**src/rtl/hot_seq_pkg.sv**
```systemverilog
// hot_seq_pkg: pattern constants and checker state encoding shared by hot_seq_checker and hot_seq_phase
package hot_seq_pkg;
  localparam int SEQ_LEN = 7;
  localparam logic [SEQ_LEN-1:0] PATTERN = 7'b0001011;
  typedef enum logic [2:0] {HUNT = 3'b001, VERIFY = 3'b010, LOCKED = 3'b100} chk_state_t;
endpackage

```
**src/rtl/hot_seq_phase.sv**
```systemverilog
// hot_seq_phase: one-hot phase rotator; in clk reset load0 adv, out phase_oh expected at_last
module hot_seq_phase
  import hot_seq_pkg::*;
(
  input  logic               clk,
  input  logic               reset,
  input  logic               load0,
  input  logic               adv,
  output logic [SEQ_LEN-1:0] phase_oh,
  output logic               expected,
  output logic               at_last
);
  always_ff @(posedge clk)
    if (reset || load0) phase_oh <= SEQ_LEN'(1);
    else if (adv) phase_oh <= {phase_oh[SEQ_LEN-2:0], phase_oh[SEQ_LEN-1]};
  assign expected = |(phase_oh & PATTERN);
  assign at_last  = phase_oh[SEQ_LEN-1];
endmodule

```
**config.mk**
```make
export PLATFORM = sky130hd
export DESIGN_NAME = hot_seq_phase
export DESIGN_NICKNAME = d
export VERILOG_FILES = /design/src/rtl/hot_seq_pkg.sv /design/src/rtl/hot_seq_phase.sv
export SDC_FILE = /design/constraint.sdc
export NUM_CORES = 1
export LEC_CHECK = 0
export CAP_MARGIN = 20
export CORE_AREA = 4 4 41 43
export CTS_BUF_LIST = sky130_fd_sc_hd__clkbuf_8 sky130_fd_sc_hd__clkbuf_16
export DETAILED_ROUTE_END_ITERATION = 16
export DIE_AREA = 0 0 45 47
export GPL_TIMING_DRIVEN = 0
export PLACE_DENSITY_LB_ADDON = 0.15
export SYNTH_ARGS = -nofsm -noshare
export SYNTH_HDL_FRONTEND = slang
export SYNTH_SLANG_ARGS = --single-unit
export TNS_END_PERCENT = 100
```
**constraint.sdc**
```tcl
create_clock -name clk -period 2.74 [get_ports clk]
set_input_delay 0.548 -clock clk [delete_from_list [all_inputs] [get_ports clk]]
set_output_delay 0.548 -clock clk [all_outputs]
set_load 0.02 [all_outputs]
```
==> results.py, run 1 <==
metrics = {
    "power": {
        "p_sw_uw": 55.6,
        "internal_power_uw": 215,
        "power.density_nw_per_um2": 602,
        "netSwitchingFraction": 0.206,
        "finalPower_uw": 270,
        "peakVddDrop_uv": 193,
        "power.leakage_uw": 0.000185,
        "clockPowerShare": 0.531,
        "p_comb_frac": 0.079,
        "power_frac_seq": 0.390,
    },
    "global_route": {
        "grt_pass1_vias": 199,
        "gr-usage-all-layers": 0.0578,
        "grt_max_degree": 9,
        "grt_pass1_wl_um": 814,
        "grt_remaining_overflow": 0,
        "antenna_found_initial": 0,
    },
    "cts": {
        "ctsHoldBuffers": 0,
        "cts_buffers": 3,
        "cts_max_path_buffers": 2,
        "h-tree-depth": 1,
        "clk_latency_ps": 230,
        "postCtsSetupRepairBufs": 0,
        "cts.sinks": 7,
        "post_cts_resized": 0,
        "cts-root-buf": "clkbuf_8",
        "cts_tree": "built",
        "clk_pin_slew_worst_paths_ps": 40,
    },
    "setup_path": {
        "arrival_ps": 1460,
        "slowest_stage": "clkdlybuf4s50_1",
        "r2r_cells": 2,
        "worstSetupEndpointType": "output pin",
        "cp_cell_sequence": "or3_1 -> clkdlybuf4s50_1",
        "rrSetupSlack_ps": 1960,
        "critPathKind": "reg -> out",
        "timing.rr.start": "phase_oh[0]",
        "cp_max_fo": 4,
        "r2r-end": "phase_oh[0]",
        "crit_required_ps": 2190,
        "max_stage_delay_ps": 540,
        "startpoint_type": "flip-flop",
    },
    "timing": {
        "max_freq_ghz": 0.498,
        "slew_violations": 0,
        "clock_skew_ps": 5.76,
        "finalCritPeriodShare": 0.733,
        "rsz0062_at_grt": "false",
        "hold_violations": 0,
        "setup_viol_count_final": 0,
        "tightest_slew_ps": 216,
        "finalCriticalPeriod_ps": 2010,
        "whs_ps": 509,
        "max_slew_margin": 0.856,
        "setup_tns_ps": 0,
    },
    "synth": {
        "ys_ff_latch": 7,
        "yosysTopAreaCellShare": 0.511,
        "syn_avg_cell_area_um2": 10.5,
        "synthMostInstantiatedCell": "dfxtp_1",
        "ys_types": 10,
        "synth_edf_count": 0,
        "synth_area_leaders": "dfxtp_1 (51%), mux2i_1 (22%), nor2_1 (8.2%)",
        "yosysWarnings": 0,
        "ys.flop_type": "dfxtp_1",
        "synthCells": 26,
        "syn-num-nets": 30,
        "postSynth.asyncResetShare": 0,
        "yosys.area.top_type": "dfxtp_1",
        "syn_area_um2": 274,
        "ys_seq_area_frac": 0.511,
        "synth_common_cells": "dfxtp_1 (7), mux2i_1 (6), nor2_1 (6)",
    },
    "hold_path": {
        "hp-class": "reg -> reg",
        "min_from": "phase_oh[6]",
        "min_to": "phase_oh[0]",
        "hold_depth": 1,
    },
    "layout": {
        "largest_register_ff_count": 7,
        "top_register": "phase_oh",
        "n_antenna_cell": 0,
        "final_cell_area_um2": 449,
        "fin_nets": 46,
        "top_regs": "phase_oh: 7 flops",
        "drive_above_1_share": 0.171,
        "finish.utilization": 0.345,
        "area_growth_pct": 63.9,
    },
    "drt": {
        "first_pass_iters": 4,
        "ant_nets": 0,
        "wl_um": 511,
        "dr.first_iter.drc_count": 3,
        "drc": 0,
        "wl_per_cell_um": 9.13,
        "via_count": 215,
        "vias_per_cell": 3.84,
    },
    "floorplanning": {
        "rows": 13,
        "initial_core_util": 0.211,
        "pin_count": 13,
        "core_area_um2": 1300,
        "die_y_um": 47,
        "die_x_um": 45,
        "die-area_um2": 2120,
    },
    "placement": {
        "dpl_cell_area_um2": 403,
        "port-buffer-count": 11,
        "place_congestion": 0.613,
    },
    "status": {
        "status": "finished, final reports clean",
    },
    "run": {
        "cap_violations": 0,
    },
}
-- worst max-delay path by stage --
stage | from | end | slack (ps) | depth (start not counted)
final | phase_oh[3] | expected | 730 | 2
after floorplan | phase_oh[3] | expected | 1340 | 1
after detailed placement | phase_oh[3] | expected | 960 | 2
after CTS | phase_oh[3] | expected | 720 | 2
after global routing | phase_oh[3] | expected | 680 | 2
after global placement | phase_oh[3] | expected | 970 | 2
-- area by class of cell --
type                       count  area [um2]
clock buffer                   3        41.3
multi-input combinational     16         110
sequential                     7         140
fill                         149         852
timing repair buffer          11         110
tap                           15        18.8
clock inverter                 1        5.00
buffer                         3        23.8
-- metrics by stage --
| stage | cells | worst slack, ps |
|---|---|---|
| after floorplan | 26 | 1340 |
| after global placement | 52 | 974 |
| after detailed placement | 52 | 964 |
| after CTS | 56 | 717 |
| after global routing | 56 | 677 |
| final | 56 | 732 |
-- critical path: cells and delay by family, from the launching register on --
| kind | cells | cell delay (ps) |
|---|---|---|
| DFF | 1 | 330 |
| and+or+nand+nor | 1 | 360 |
| buffers and inverters | 1 | 540 |
-- power by group through the flow --
stage               Clock (uW)  Sequential, uW  Combinational, uW
floorplan                    0             109               11.1
global placement             0             107               21.6
detailed placement           0             107               21.7
CTS                        147             105               21.7
global route               154             106               23.0
finish                     143             105               21.4
-- cells in the final DEF, fill, tap and decap left out --
cell,count
nor2_1,6
buf_4,1
buf_6,1
or3_1,1
or2_1,1
a211o_1,1
buf_2,1
mux2i_1,6
clkinv_2,1
nor2b_1,1
clkdlybuf4s50_1,11
dfxtp_1,7
clkbuf_8,3
-- logic make-up (layout without fill, tap and decap cells) --
group | Yosys count | in the layout | synth area share
buffers and inverters | 3 | 18 | 0.0867
AND/OR/NAND/NOR | 9 | 9 | 0.151
AO/OA/AOI/OAI | 1 | 1 | 0.0320
multiplexers | 6 | 6 | 0.219
flip-flops | 7 | 7 | 0.511
-- routing by layer --
layer  vias to the layer above  GRT usage  wire [um]
met2                        13     0.0791        204
met5                         -          0          0
met4                         0     0.0351          0
met1                        88     0.0594        225
met3                         0     0.0498         81
li1                        114          -          -
(Power assumes the default switching activity.)
==> run 2: changes to the inputs <==
==> constraint.sdc (replaced) <==
create_clock -name clk -period 1.9 [get_ports clk]
set_input_delay 0.38 -clock clk [delete_from_list [all_inputs] [get_ports clk]]
set_output_delay 0.38 -clock clk [all_outputs]
set_load 0.02 [all_outputs]
==> results of run 2 <==
The final DEF is identical to that of run 1. Status: finished, final reports clean.
Among the figures that moved: setup slack after placement 964 ps -> 292 ps; setup slack after layout 732 ps -> 60.2 ps; register-to-register setup slack 1960 ps -> 1120 ps; total power 270 uW -> 390 uW; worst IR drop on VDD 193 uV -> 278 uV
